**src/rtl/pd_seq_pkg.sv**
```systemverilog
// Shared definitions for the GPIO pattern sequencer: opcodes, config map,
// PIO register offsets and the sequencer state encoding.
package pd_seq_pkg;

  localparam int DEPTH_MAX     = 8;
  localparam int DUR_W_DEFAULT = 24;

  typedef enum logic [1:0] {
    OP_WRITE     = 2'd0,
    OP_SET       = 2'd1,
    OP_CLEAR     = 2'd2,
    OP_WAIT_EDGE = 2'd3
  } opcode_e;

  localparam logic [4:0] CFG_CTRL       = 5'd0;
  localparam logic [4:0] CFG_STATUS     = 5'd1;
  localparam logic [4:0] CFG_NUM_STEPS  = 5'd2;
  localparam logic [4:0] CFG_LOOP_COUNT = 5'd3;

  // Step table banks, selected by cfg_address[4:3].
  localparam logic [1:0] CFG_BANK_VALUE = 2'b01;
  localparam logic [1:0] CFG_BANK_CTRL  = 2'b10;

  localparam logic [2:0] PIO_DATA  = 3'd0;
  localparam logic [2:0] PIO_EDGE  = 3'd3;
  localparam logic [2:0] PIO_SET   = 3'd4;
  localparam logic [2:0] PIO_CLEAR = 3'd5;

  typedef enum logic [2:0] {
    ST_IDLE,
    ST_ISSUE,
    ST_HOLD,
    ST_POLL,
    ST_POLL_WAIT,
    ST_ACK,
    ST_DONE
  } state_e;

endpackage

```
**src/rtl/pd_seq_step_table.sv**
```systemverilog
// Step table: per-entry value and control words, written and read back over
// the config slave, with a combinational fetch port for the sequencer.
module pd_seq_step_table
  import pd_seq_pkg::*;
#(
  parameter int DEPTH = DEPTH_MAX,
  parameter int DUR_W = DUR_W_DEFAULT
) (
  input  logic             clk,
  input  logic             reset_n,
  input  logic             wr_en,
  input  logic [4:0]       wr_addr,
  input  logic [31:0]      wr_data,
  input  logic [4:0]       rd_addr,
  output logic [31:0]      rd_data,
  input  logic [2:0]       fetch_idx,
  output logic [31:0]      fetch_value,
  output logic [1:0]       fetch_op,
  output logic [DUR_W-1:0] fetch_dur
);

  localparam logic [3:0] DEPTH_L = 4'(DEPTH);

  logic [31:0] value_mem [DEPTH];
  logic [31:0] ctrl_mem  [DEPTH];
  logic        wr_ok, rd_ok, fetch_ok;

  assign wr_ok    = ({1'b0, wr_addr[2:0]} < DEPTH_L);
  assign rd_ok    = ({1'b0, rd_addr[2:0]} < DEPTH_L);
  assign fetch_ok = ({1'b0, fetch_idx} < DEPTH_L);

  // NOTE: the table is small flops, not RAM, so it is reset like any other
  // register; the reset loop would block RAM inference if DEPTH ever grew.
  always_ff @(posedge clk or negedge reset_n) begin
    if (!reset_n) begin
      for (int i = 0; i < DEPTH; i++) begin
        value_mem[i] <= '0;
        ctrl_mem[i]  <= '0;
      end
    end else if (wr_en && wr_ok) begin
      if (wr_addr[4:3] == CFG_BANK_VALUE) value_mem[wr_addr[2:0]] <= wr_data;
      else if (wr_addr[4:3] == CFG_BANK_CTRL) ctrl_mem[wr_addr[2:0]] <= wr_data;
    end
  end

  always_comb begin
    rd_data = '0;
    if (rd_ok) begin
      if (rd_addr[4:3] == CFG_BANK_VALUE) rd_data = value_mem[rd_addr[2:0]];
      else if (rd_addr[4:3] == CFG_BANK_CTRL) rd_data = ctrl_mem[rd_addr[2:0]];
    end
  end

  always_comb begin
    fetch_value = '0;
    fetch_op    = '0;
    fetch_dur   = '0;
    if (fetch_ok) begin
      fetch_value = value_mem[fetch_idx];
      fetch_op    = ctrl_mem[fetch_idx][31:30];
      fetch_dur   = ctrl_mem[fetch_idx][DUR_W-1:0];
    end
  end

endmodule

```
**src/rtl/pd_gpio_sequencer.sv**
```systemverilog
// Autonomous pattern sequencer: runs a CPU-loaded step table against a PIO's
// Avalon-MM slave, issuing data/set/clear writes and polling edge_capture.
module pd_gpio_sequencer
  import pd_seq_pkg::*;
#(
  parameter int DEPTH = DEPTH_MAX,
  parameter int DUR_W = DUR_W_DEFAULT
) (
  input  logic        clk,
  input  logic        reset_n,
  input  logic [4:0]  cfg_address,
  input  logic        cfg_chipselect,
  input  logic        cfg_write_n,
  input  logic [31:0] cfg_writedata,
  output logic [31:0] cfg_readdata,
  output logic [2:0]  m_address,
  output logic        m_chipselect,
  output logic        m_write_n,
  output logic [31:0] m_writedata,
  input  logic [31:0] m_readdata,
  output logic        irq
);

  localparam logic [3:0] DEPTH_L = 4'(DEPTH);

  logic             cfg_wr, start, stop;
  logic             loop_en, irq_en;
  logic [3:0]       num_steps;
  logic [15:0]      loop_count;

  state_e           state, state_a, state_next;
  logic             busy, busy_next, done, done_next, timeout, timeout_next;
  logic [2:0]       idx, idx_next;
  logic [15:0]      loops, loops_next, loops_sat;
  logic [DUR_W-1:0] dur_cnt, dur_cnt_next;
  logic [DUR_W-1:0] poll_cnt, poll_cnt_a, poll_cnt_next, poll_cnt_inc;
  logic [DUR_W-1:0] cur_dur, cur_dur_next;
  logic [31:0]      cur_value, cur_value_next;
  logic             enter_step, advance, last_step, loop_again;

  logic             cs_a, we_n_a, cs_next, we_n_next;
  logic [2:0]       addr_a, addr_next;
  logic [31:0]      data_a, data_next;

  logic [31:0]      tbl_rd_data, fetch_value, rd_mux;
  logic [1:0]       fetch_op;
  logic [DUR_W-1:0] fetch_dur;

  assign cfg_wr = cfg_chipselect & ~cfg_write_n;
  assign start  = cfg_wr && (cfg_address == CFG_CTRL) && cfg_writedata[0];
  assign stop   = cfg_wr && (cfg_address == CFG_CTRL) && cfg_writedata[1];
  assign irq    = (done | timeout) & irq_en;

  pd_seq_step_table #(.DEPTH(DEPTH), .DUR_W(DUR_W)) u_table (
    .clk         (clk),
    .reset_n     (reset_n),
    .wr_en       (cfg_wr),
    .wr_addr     (cfg_address),
    .wr_data     (cfg_writedata),
    .rd_addr     (cfg_address),
    .rd_data     (tbl_rd_data),
    .fetch_idx   (idx_next),
    .fetch_value (fetch_value),
    .fetch_op    (fetch_op),
    .fetch_dur   (fetch_dur)
  );

  // NOTE: state is updated with <= only; blocking assignments here would let
  // later statements in the same edge see half-updated registers.
  always_ff @(posedge clk or negedge reset_n) begin
    if (!reset_n) begin
      loop_en    <= 1'b0;
      irq_en     <= 1'b0;
      num_steps  <= '0;
      loop_count <= '0;
    end else if (cfg_wr) begin
      case (cfg_address)
        CFG_CTRL: begin
          loop_en <= cfg_writedata[2];
          irq_en  <= cfg_writedata[3];
        end
        CFG_NUM_STEPS:  num_steps  <= (cfg_writedata[3:0] > DEPTH_L) ? DEPTH_L : cfg_writedata[3:0];
        CFG_LOOP_COUNT: loop_count <= cfg_writedata[15:0];
        default: ;
      endcase
    end
  end

  always_comb begin
    case (cfg_address)
      CFG_CTRL:       rd_mux = {28'd0, irq_en, loop_en, 2'b00};
      CFG_STATUS:     rd_mux = {loops, 5'd0, idx, 5'd0, timeout, done, busy};
      CFG_NUM_STEPS:  rd_mux = {28'd0, num_steps};
      CFG_LOOP_COUNT: rd_mux = {16'd0, loop_count};
      default:        rd_mux = tbl_rd_data;
    endcase
  end

  always_ff @(posedge clk or negedge reset_n) begin
    if (!reset_n) cfg_readdata <= '0;
    else if (cfg_chipselect && cfg_write_n) cfg_readdata <= rd_mux;
  end

  assign last_step    = (({1'b0, idx} + 4'd1) >= num_steps);
  assign loops_sat    = (loops == 16'hFFFF) ? loops : loops + 16'd1;
  assign loop_again   = loop_en && ((loop_count == 16'd0) ||
                        (({1'b0, loops} + 17'd1) < {1'b0, loop_count}));
  assign poll_cnt_inc = poll_cnt + DUR_W'(1);

  // Sequencing decisions; the step being entered is decoded separately below
  // because its table fetch depends on idx_next.
  // NOTE: every output gets a default first so no path infers a latch.
  always_comb begin
    state_a      = state;
    idx_next     = idx;
    loops_next   = loops;
    busy_next    = busy;
    done_next    = done;
    timeout_next = timeout;
    dur_cnt_next = dur_cnt;
    poll_cnt_a   = poll_cnt;
    enter_step   = 1'b0;
    advance      = 1'b0;
    cs_a         = 1'b0;
    we_n_a       = 1'b1;
    addr_a       = m_address;
    data_a       = m_writedata;

    if (stop) begin
      state_a   = ST_IDLE;
      busy_next = 1'b0;
    end else begin
      case (state)
        ST_IDLE: begin
          if (start) begin
            if (num_steps != 4'd0) begin
              idx_next     = '0;
              loops_next   = '0;
              done_next    = 1'b0;
              timeout_next = 1'b0;
              busy_next    = 1'b1;
              enter_step   = 1'b1;
            end else begin
              done_next = 1'b1;
            end
          end
        end
        ST_ISSUE: begin
          if (cur_dur == '0) advance = 1'b1;
          else begin
            state_a      = ST_HOLD;
            dur_cnt_next = cur_dur - DUR_W'(1);
          end
        end
        ST_HOLD: begin
          if (dur_cnt == '0) advance = 1'b1;
          else dur_cnt_next = dur_cnt - DUR_W'(1);
        end
        ST_POLL: state_a = ST_POLL_WAIT;
        ST_POLL_WAIT: begin
          if ((m_readdata & cur_value) != 32'd0) begin
            state_a = ST_ACK;
            cs_a    = 1'b1;
            we_n_a  = 1'b0;
            addr_a  = PIO_EDGE;
            data_a  = cur_value;
          end else if ((cur_dur != '0) && (poll_cnt_inc == cur_dur)) begin
            state_a      = ST_DONE;
            timeout_next = 1'b1;
            done_next    = 1'b1;
            busy_next    = 1'b0;
          end else begin
            state_a    = ST_POLL;
            poll_cnt_a = poll_cnt_inc;
            cs_a       = 1'b1;
            addr_a     = PIO_EDGE;
          end
        end
        ST_ACK:  advance = 1'b1;
        ST_DONE: state_a = ST_IDLE;
        default: state_a = ST_IDLE;
      endcase

      if (advance) begin
        if (!last_step) begin
          idx_next   = idx + 3'd1;
          enter_step = 1'b1;
        end else begin
          loops_next = loops_sat;
          if (loop_again) begin
            idx_next   = '0;
            enter_step = 1'b1;
          end else begin
            state_a   = ST_DONE;
            done_next = 1'b1;
            busy_next = 1'b0;
          end
        end
      end
    end
  end

  always_comb begin
    state_next     = state_a;
    cs_next        = cs_a;
    we_n_next      = we_n_a;
    addr_next      = addr_a;
    data_next      = data_a;
    cur_value_next = cur_value;
    cur_dur_next   = cur_dur;
    poll_cnt_next  = poll_cnt_a;
    if (enter_step) begin
      cur_value_next = fetch_value;
      cur_dur_next   = fetch_dur;
      poll_cnt_next  = '0;
      cs_next        = 1'b1;
      case (opcode_e'(fetch_op))
        OP_WAIT_EDGE: begin
          state_next = ST_POLL;
          we_n_next  = 1'b1;
          addr_next  = PIO_EDGE;
        end
        OP_SET: begin
          state_next = ST_ISSUE;
          we_n_next  = 1'b0;
          addr_next  = PIO_SET;
          data_next  = fetch_value;
        end
        OP_CLEAR: begin
          state_next = ST_ISSUE;
          we_n_next  = 1'b0;
          addr_next  = PIO_CLEAR;
          data_next  = fetch_value;
        end
        default: begin
          state_next = ST_ISSUE;
          we_n_next  = 1'b0;
          addr_next  = PIO_DATA;
          data_next  = fetch_value;
        end
      endcase
    end
  end

  always_ff @(posedge clk or negedge reset_n) begin
    if (!reset_n) begin
      state        <= ST_IDLE;
      busy         <= 1'b0;
      done         <= 1'b0;
      timeout      <= 1'b0;
      idx          <= '0;
      loops        <= '0;
      dur_cnt      <= '0;
      poll_cnt     <= '0;
      cur_dur      <= '0;
      cur_value    <= '0;
      m_chipselect <= 1'b0;
      m_write_n    <= 1'b1;
      m_address    <= '0;
      m_writedata  <= '0;
    end else begin
      state        <= state_next;
      busy         <= busy_next;
      done         <= done_next;
      timeout      <= timeout_next;
      idx          <= idx_next;
      loops        <= loops_next;
      dur_cnt      <= dur_cnt_next;
      poll_cnt     <= poll_cnt_next;
      cur_dur      <= cur_dur_next;
      cur_value    <= cur_value_next;
      m_chipselect <= cs_next;
      m_write_n    <= we_n_next;
      m_address    <= addr_next;
      m_writedata  <= data_next;
    end
  end

endmodule

```
**config.mk**
```make
export PLATFORM = sky130hd
export DESIGN_NAME = pd_gpio_sequencer
export DESIGN_NICKNAME = d
export VERILOG_FILES = /design/src/rtl/pd_seq_pkg.sv /design/src/rtl/pd_seq_step_table.sv /design/src/rtl/pd_gpio_sequencer.sv
export SDC_FILE = /design/constraint.sdc
export NUM_CORES = 2
export LEC_CHECK = 0
export BUFFER_PORTS_ARGS = -buffer_cell sky130_fd_sc_hd__buf_2
export CAP_MARGIN = 40
export CELL_PAD_IN_SITES_DETAIL_PLACEMENT = 1
export CELL_PAD_IN_SITES_GLOBAL_PLACEMENT = 2
export CORE_MARGIN = 2
export CORE_UTILIZATION = 44
export DETAILED_ROUTE_END_ITERATION = 10
export GPL_TIMING_DRIVEN = 0
export HOLD_SLACK_MARGIN = 0.12
export PLACE_DENSITY = 0.91
export SETUP_SLACK_MARGIN = 0.05
export SLEW_MARGIN = 0
export SYNTH_ARGS = -nofsm -noshare
export SYNTH_HDL_FRONTEND = slang
export SYNTH_SLANG_ARGS = --single-unit
export TNS_END_PERCENT = 20
```
**constraint.sdc**
```tcl
create_clock -name clk -period 8.6 [get_ports clk]
set_clock_uncertainty 0.05 [all_clocks]
set_input_delay 2.58 -clock clk [delete_from_list [all_inputs] [get_ports clk]]
set_output_delay 2.58 -clock clk [all_outputs]
set_load 0.02 [all_outputs]
```
# Yosys cells after proc, flatten, opt, wreduce, memory -nomap -nowiden
# Cells that the tools add are included.
[op_classes]
addsub = 7
magnitude_cmp = 6
eq_ne = 26
mux = 105
bitwise_logic = 9
n_reduce_logical = 30
[ops]
columns = ["op", "n"]
rows = [
  ["bitwise mux 256 bit", 2],
  ["two-way mux 32 bit", 16],
  ["binary-select mux 32 bit (select 3 bit)", 4],
  ["two-way mux 24 bit", 7],
  ["case mux 32 bit (4 select lines)", 1],
  ["demux 32 bit (select 3 bit)", 1],
  ["two-way mux 16 bit", 6],
  ["two-way mux 3 bit", 20],
  ["logical NOT 24 bit", 2],
  ["case mux 24 bit (2 select lines)", 1],
  ["subtractor 24 x 1 -> 24 bit, second input constant", 2],
  ["two-way mux 1 bit", 39],
  ["AND 32 bit", 1],
  ["nonzero test 32 bit", 1],
  ["adder 24 x 1 -> 24 bit, second input constant", 1],
  ["== test 24 bit", 1],
  ["nonzero test 24 bit", 1],
  ["adder 16 x 1 -> 17 bit, second input constant", 1],
  ["< comparator 17 x 16 -> 1 bit", 1],
  ["adder 16 x 1 -> 16 bit, second input constant", 1],
  ["== test 16 bit, second input constant", 1],
  ["logical NOT 16 bit", 1],
  ["!= test 2 bit, second input constant", 8],
  ["case mux 3 bit (4 select lines)", 1],
  ["35 further kinds", 63],
]
[totals]
reg_bits = 732
word_cells = 218

# Longest topological paths before layout
[depth]
ltp_word = 17
mapped_depth = 26
depth_no_buf = 22

# Cells and area by module
# From an unflattened synthesis, not the netlist that was laid out.
[unflattened]
cells_unflattened = 3160
hier_area_um2 = 39706.8
[modules_own_cells]
columns = ["mod", "n_inst", "cells_per_inst", "area_each_um2", "seq_area_each_um2"]
rows = [
  ["pd_seq_step_table", 1, 1817, 26934.6, 12812.3],
  ["pd_gpio_sequencer", 1, 1343, 12772.2, 5506.5],
]

# Least setup slack after synthesis
# OpenSTA, ideal clock, no wires.
[synth_path]
kind = "input to register"
from = "input cfg_address[0]"
to = "register m_writedata[10]"
setup_time_ns = 0.094
t_arrival_ns = 6.381
path_slack_ns = 2.075
path_stages = 17
n_path_buf = 6
path_cell_list = "buf_2 -> nor3_2 -> nand3_1 -> or4_1 -> and2_1 -> mux2i_1 -> and3_1 -> buf_2 -> buf_2 -> buf_1 -> nand3_1 -> a31o_2 -> ha_1 -> or3_1 -> clkbuf_1 -> clkbuf_1 -> a211oi_1"
[synth_via]
elab_chain_len = 16
word_cells_on_any_way = 27
[synth_lines]
columns = ["element", "line_no", "source"]
rows = [
  ["start, declared", "pd_gpio_sequencer.sv:11", "input logic [4:0] cfg_address,"],
  ["logical NOT 5 bit (*)", "pd_gpio_sequencer.sv:50, pd_gpio_sequencer.sv:51", ""],
  ["logical AND 1 bit (*)", "pd_gpio_sequencer.sv:50, pd_gpio_sequencer.sv:51", ""],
  ["logical AND 1 bit", "pd_gpio_sequencer.sv:50", "assign start = cfg_wr && (cfg_address == CFG_CTRL) && cfg_writedata[0];"],
  ["two-way mux 3 bit", "pd_gpio_sequencer.sv:135", "if (start) begin"],
  ["two-way mux 3 bit", "pd_gpio_sequencer.sv:133", "case (state)"],
  ["two-way mux 3 bit", "pd_gpio_sequencer.sv:190", "if (loop_again) begin"],
  ["two-way mux 3 bit", "pd_gpio_sequencer.sv:185", "if (!last_step) begin"],
  ["two-way mux 3 bit", "pd_gpio_sequencer.sv:184", "if (advance) begin"],
  ["two-way mux 3 bit", "pd_gpio_sequencer.sv:129", "if (stop) begin"],
  ["NOT 3 -> 4 bit (not written as such)", "pd_seq_step_table.sv:59, pd_seq_step_table.sv:60", ""],
  ["binary-select mux 32 bit (select 3 bit)", "pd_seq_step_table.sv:60", "fetch_op = ctrl_mem[fetch_idx][31:30];"],
  ["two-way mux 32 bit (not written as such) (2 in series)", "pd_seq_step_table.sv:60", ""],
  ["== test 2 bit", "pd_gpio_sequencer.sv:217", "case (opcode_e'(fetch_op))"],
  ["two-way mux 32 bit", "pd_gpio_sequencer.sv:217", ""],
  ["two-way mux 32 bit (*)", "pd_gpio_sequencer.sv:212", "if (enter_step) begin"],
  ["via data_next[10]", "pd_gpio_sequencer.sv:43", "logic [31:0] data_a, data_next;"],
  ["end signal, assigned", "pd_gpio_sequencer.sv:275", "m_writedata <= data_next;"],
  ["end, declared", "pd_gpio_sequencer.sv:19", "output logic [31:0] m_writedata,"],
]
# Mark *: on every way through the listed nets, which the timed path passes. The rest lies on a longest branch. The select of a mux whose other input is x is not followed.
# A chain may end at the register's enable or synchronous reset.

# Worst setup path after layout
[layout_path]
from = "input cfg_address[3]"
to = "register m_writedata[21]"
[layout_via]
elab_chain_len = 16
word_cells_on_any_way = 27
[layout_lines]
columns = ["element", "line_no", "source"]
rows = [
  ["logical NOT 5 bit (*)", "pd_gpio_sequencer.sv:50, pd_gpio_sequencer.sv:51", ""],
  ["logical AND 1 bit (*)", "pd_gpio_sequencer.sv:50, pd_gpio_sequencer.sv:51", ""],
  ["logical AND 1 bit", "pd_gpio_sequencer.sv:50", ""],
  ["two-way mux 3 bit", "pd_gpio_sequencer.sv:135", ""],
  ["two-way mux 3 bit", "pd_gpio_sequencer.sv:133", ""],
  ["two-way mux 3 bit", "pd_gpio_sequencer.sv:190", ""],
  ["two-way mux 3 bit", "pd_gpio_sequencer.sv:185", ""],
  ["two-way mux 3 bit", "pd_gpio_sequencer.sv:184", ""],
  ["two-way mux 3 bit (*)", "pd_gpio_sequencer.sv:129", ""],
  ["via idx_next[2]", "pd_gpio_sequencer.sv:33", "logic [2:0] idx, idx_next;"],
  ["NOT 3 -> 4 bit (not written as such) (*)", "pd_seq_step_table.sv:59, pd_seq_step_table.sv:60", ""],
  ["binary-select mux 32 bit (select 3 bit)", "pd_seq_step_table.sv:60", ""],
  ["two-way mux 32 bit (not written as such) (2 in series)", "pd_seq_step_table.sv:60", ""],
  ["== test 2 bit", "pd_gpio_sequencer.sv:217", ""],
  ["two-way mux 32 bit (*)", "pd_gpio_sequencer.sv:217", ""],
  ["two-way mux 32 bit (*)", "pd_gpio_sequencer.sv:212", ""],
  ["via data_next[21]", "pd_gpio_sequencer.sv:43", ""],
]
# Marked as above.

==> flow_summary.rst <==
.. list-table::
   :header-rows: 1

   * - Metric
     - Value
   * - Floorplan core area
     - 0.0868 mm^2
   * - CP bufs+invs
     - 4
   * - Global-route wire length before repair
     - 262000 um
   * - Classification of the worst-slack hold path
     - reg2reg
   * - Worst slew slack as a fraction of its limit
     - 0.275
   * - Clock slew at the register clock pins of the worst setup and hold paths
     - 0.06 ns
   * - TritonCTS clock tree
     - yes
   * - Data arrival time at the worst-slack endpoint
     - around 9.1 ns
   * - Total non-filler cell area in the finished layout
     - about 0.045 mm^2
   * - Antenna violations before repair
     - 8
   * - Post-CTS setup buffer count
     - 0
   * - Crit Path Class
     - in2reg
   * - Seq/Total Area, Yosys
     - 0.476
   * - Total of buffers placed on input and output ports
     - 138
   * - Number of enable flip-flop cells after synthesis
     - 0
   * - Cell area after synthesis
     - around 0.038 mm^2
   * - Worst Tran Pin Value
     - between 1 and 1.5 ns
   * - Outcome
     - complete, no violations
   * - Routability congestion estimate
     - just under 1
   * - Post-route clock period utilization
     - 0.997
   * - Synth Net Count
     - roughly 3900
   * - Post-detailed-route DRC marker count
     - 0
   * - Tot GR Track Use
     - 0.400
   * - Total I/O pin count
     - between 100 and 150
   * - Cell Chain, Critical Path
     - buf_2, nor4b_2, nand3_1, or4_1, a21oi_1, nand3_1, nand2_2, inv_1, buf_2, a31o_2, ha_1, nor2_1, nand2_1, buf_1, a21oi_1, a211oi_1
   * - Required time of the critical path
     - about 9 ns
   * - Top delay family on crit path
     - simple AND/OR/NAND/NOR gates
   * - Fraction of layout instances using a drive strength above 1
     - 0.233
   * - Slowest cell on the critical path
     - nand3_1
   * - Endpoint class of the critical path
     - flip-flop
   * - Total via count after detailed routing
     - 36668
   * - Floorplan row count
     - approximately 110
   * - Post-route ant nets
     - 0
   * - Clk_lat worst skew
     - about 0.69 ns
   * - Worst vdd ir
     - between 0.00015 and 0.0002 V
   * - Post-synth cell types
     - 80
   * - Startpoint Class
     - primary input
   * - Switching power share of the total
     - 0.369
   * - Max FO, Critical Path
     - 10
   * - Max Clk Rate
     - approximately 120 MHz
   * - Cell area after placement
     - around 0.042 mm^2
   * - Maximum level of the CTS H-tree
     - 3
   * - Sequential Power Share
     - 0.391
   * - Number of pins exceeding their max-slew limit in the final report
     - 0
   * - Routed WL
     - roughly 180000 um
   * - Final Setup Violations
     - 0
   * - Total Power
     - roughly 12 mW
   * - Max stage delay on crit path
     - about 0.77 ns
   * - Total of flip-flops plus latches after synthesis
     - 732
   * - Ratio of routed vias to standard cells
     - between 6 and 7
   * - Cell count after synthesis
     - approximately 3800
   * - Layout Utilization
     - 0.518
   * - # hold bufs at CTS
     - 0
   * - Maximum capacitance violations
     - 0
   * - Final count of hold timing violations
     - 0
   * - Pin count of the biggest net entering global routing
     - 116
   * - Most common library cell in the layout ignoring fill and taps
     - dfrtp_1
   * - Die boundary width
     - 300 um
   * - Unrepaired setup endpoints after global routing
     - false
   * - Total negative setup slack
     - 0 ns
   * - Number of global-route vias before repair
     - 37321
   * - Avg Cell Area, Syn
     - around 10 um^2
   * - Initial core utilization
     - 0.444
   * - Most used flip-flop cell after synthesis
     - dfrtp_1
   * - Placed Cells incl. Taps
     - approximately 5200
   * - Number of gates resized after CTS
     - 0
   * - Portion of total power attributed to combinational logic
     - 0.282
   * - Vertical die dimension
     - 300 um
   * - Min cycle time layout
     - ~8.6 ns
   * - Bufs on Longest Clock Path
     - 3
   * - Num Clock Sinks
     - about 730
   * - Die Footprint
     - about 0.09 mm^2
   * - Clock buffers created by TritonCTS
     - 84
   * - Internal Pwr Total
     - 7.57 mW
   * - Layout-stage area growth over the synthesis result
     - 16.7%
   * - Commonest non-fill, non-tap cells in the layout
     - dfrtp_1 (731), mux2_2 (534), nand3_1 (440)
   * - Static Leak
     - around 20 nW
   * - Total number of yosys warnings
     - 0
   * - Post-DP HPWL
     - roughly 130000 um
   * - Drt pass-1 iters
     - 6
   * - Routed wire per std cell
     - between 30 and 40 um
   * - Net switching power
     - ~4.4 mW
   * - Post-route non-filler standard cell count
     - around 5400
   * - Power per Cell Area
     - around 270 mW/mm^2
   * - CTS Root Buffer Type
     - clkbuf_16
   * - Fraction of power consumed by the clock network
     - 0.327
   * - DRC violation total after the first TritonRoute iteration
     - between 5000 and 6000
   * - Net count, final
     - approximately 4200
   * - Share of async-settable or async-resettable flops after synthesis
     - 1.00
   * - Overflow after GRT
     - 0
[metal layers]
layer  up-vias  GRT usage  wire [um]
met5         -          0         39
met4         6      0.250      13300
met3       679      0.141      22300
met2      2361      0.579      76800
met1     18833      0.510      69400
li1      14789          -          -
[cell type report]
type / instances / area, um^2
buffer: 340 / 1320
clock inverter: 40 / 578
tap: 1155 / 1450
antenna: 2 / 5.00
sequential: 732 / 18300
inverter: 36 / 135
fill: 9658 / 41800
timing repair buffer: 241 / 2000
multi-input combinational: 2699 / 18700
clock buffer: 114 / 2380
[cells by family (layout without fill, tap and decap cells)]
family | count (synthesis) | after routing | synth area share
flops | 732 | 732 | 0.476
compound gates | 944 | 944 | 0.161
buf+inv | 376 | 771 | 0.0377
simple gates | 1093 | 1093 | 0.135
mux | 582 | 582 | 0.169
xor+xnor | 54 | 54 | 0.0134
fa+ha+maj | 26 | 26 | 0.00845
other cells | 0 | 2 | 0
[worst reg2reg max path: cells and delay by family, from the launching register on]
kind | cells | cell delay (ns)
adders and majority gates | 3 | 0.89
DFF | 1 | 0.47
and+or+nand+nor | 9 | 2.04
buffers and inverters | 5 | 1.80
AOI/OAI and AO/OA | 7 | 2.33
xor gates and xnor gates | 1 | 0.18
[through the flow]
stage	setup slack (ns)	hold WS, ns
2_1_floorplan	2.07	0.409
3_3_place_gp	-11.20	0.437
3_5_place_dp	-0.219	0.430
4_1_cts	0.441	0.445
5_1_grt	0.116	0.466
6_report	0.0300	0.437
[registers in the layout, indices dropped and copies added, names as in the netlist]
| signal | cells |
|---|---|
| m_chipselect | 1 |
| num_steps | 4 |
| m_write_n | 1 |
| done | 1 |
| poll_cnt | 24 |
| state | 3 |
| u_table.ctrl_mem | 256 |
| loop_en | 1 |
| irq_en | 1 |
| m_writedata | 32 |
| busy | 1 |
| m_address | 3 |
| dur_cnt | 24 |
| timeout | 1 |
| idx | 3 |
| cur_value | 32 |
| loops | 16 |
| cur_dur | 24 |
| loop_count | 16 |
| cfg_readdata | 32 |
| u_table.value_mem | 256 |
[Yosys cell counts (all sizes together), types with 36 or more instances]
library cell  instances  share of area
clkbuf              235          0.023
o21ai               192          0.025
nand2               323          0.032
a22oi               214          0.042
a21oi               242          0.031
buf                 105          0.011
dfrtp               731           0.48
a22o                 43         0.0098
mux2i                48          0.012
nand3               441          0.057
a211oi               47         0.0093
mux2                534           0.16
a31oi                36         0.0059
nand4                58         0.0094
nor2                127          0.012
[final timing paths]
check | slack [ns] | endpoint | start | cells past startpoint
worst min-delay path | 0.44 | m_address[1] | m_address[1] | 1
max in group asynchronous | 4.52 | u_table.value_mem[28] | reset_n | 5
worst max register to register | 0.73 | m_writedata[21] | loops[0] | 25
worst min register to register | 0.44 | m_address[1] | m_address[1] | 1
worst max-delay path | 0.03 | m_writedata[21] | cfg_address[3] | 16
min in group asynchronous | 1.79 | poll_cnt[20] | reset_n | 1
[power groups by stage]
| stage | combinational [mW] | sequential [mW] | clock, mW |
|---|---|---|---|
| floorplan | 1.98 | 4.55 | 0 |
| detailed placement | 3.25 | 4.71 | 0 |
| global route | 3.61 | 4.75 | 4.06 |
| finish | 3.38 | 4.70 | 3.92 |
| global placement | 2.98 | 4.68 | 0 |
| CTS | 3.28 | 4.66 | 3.92 |
Power figures use the tool's default switching activity.
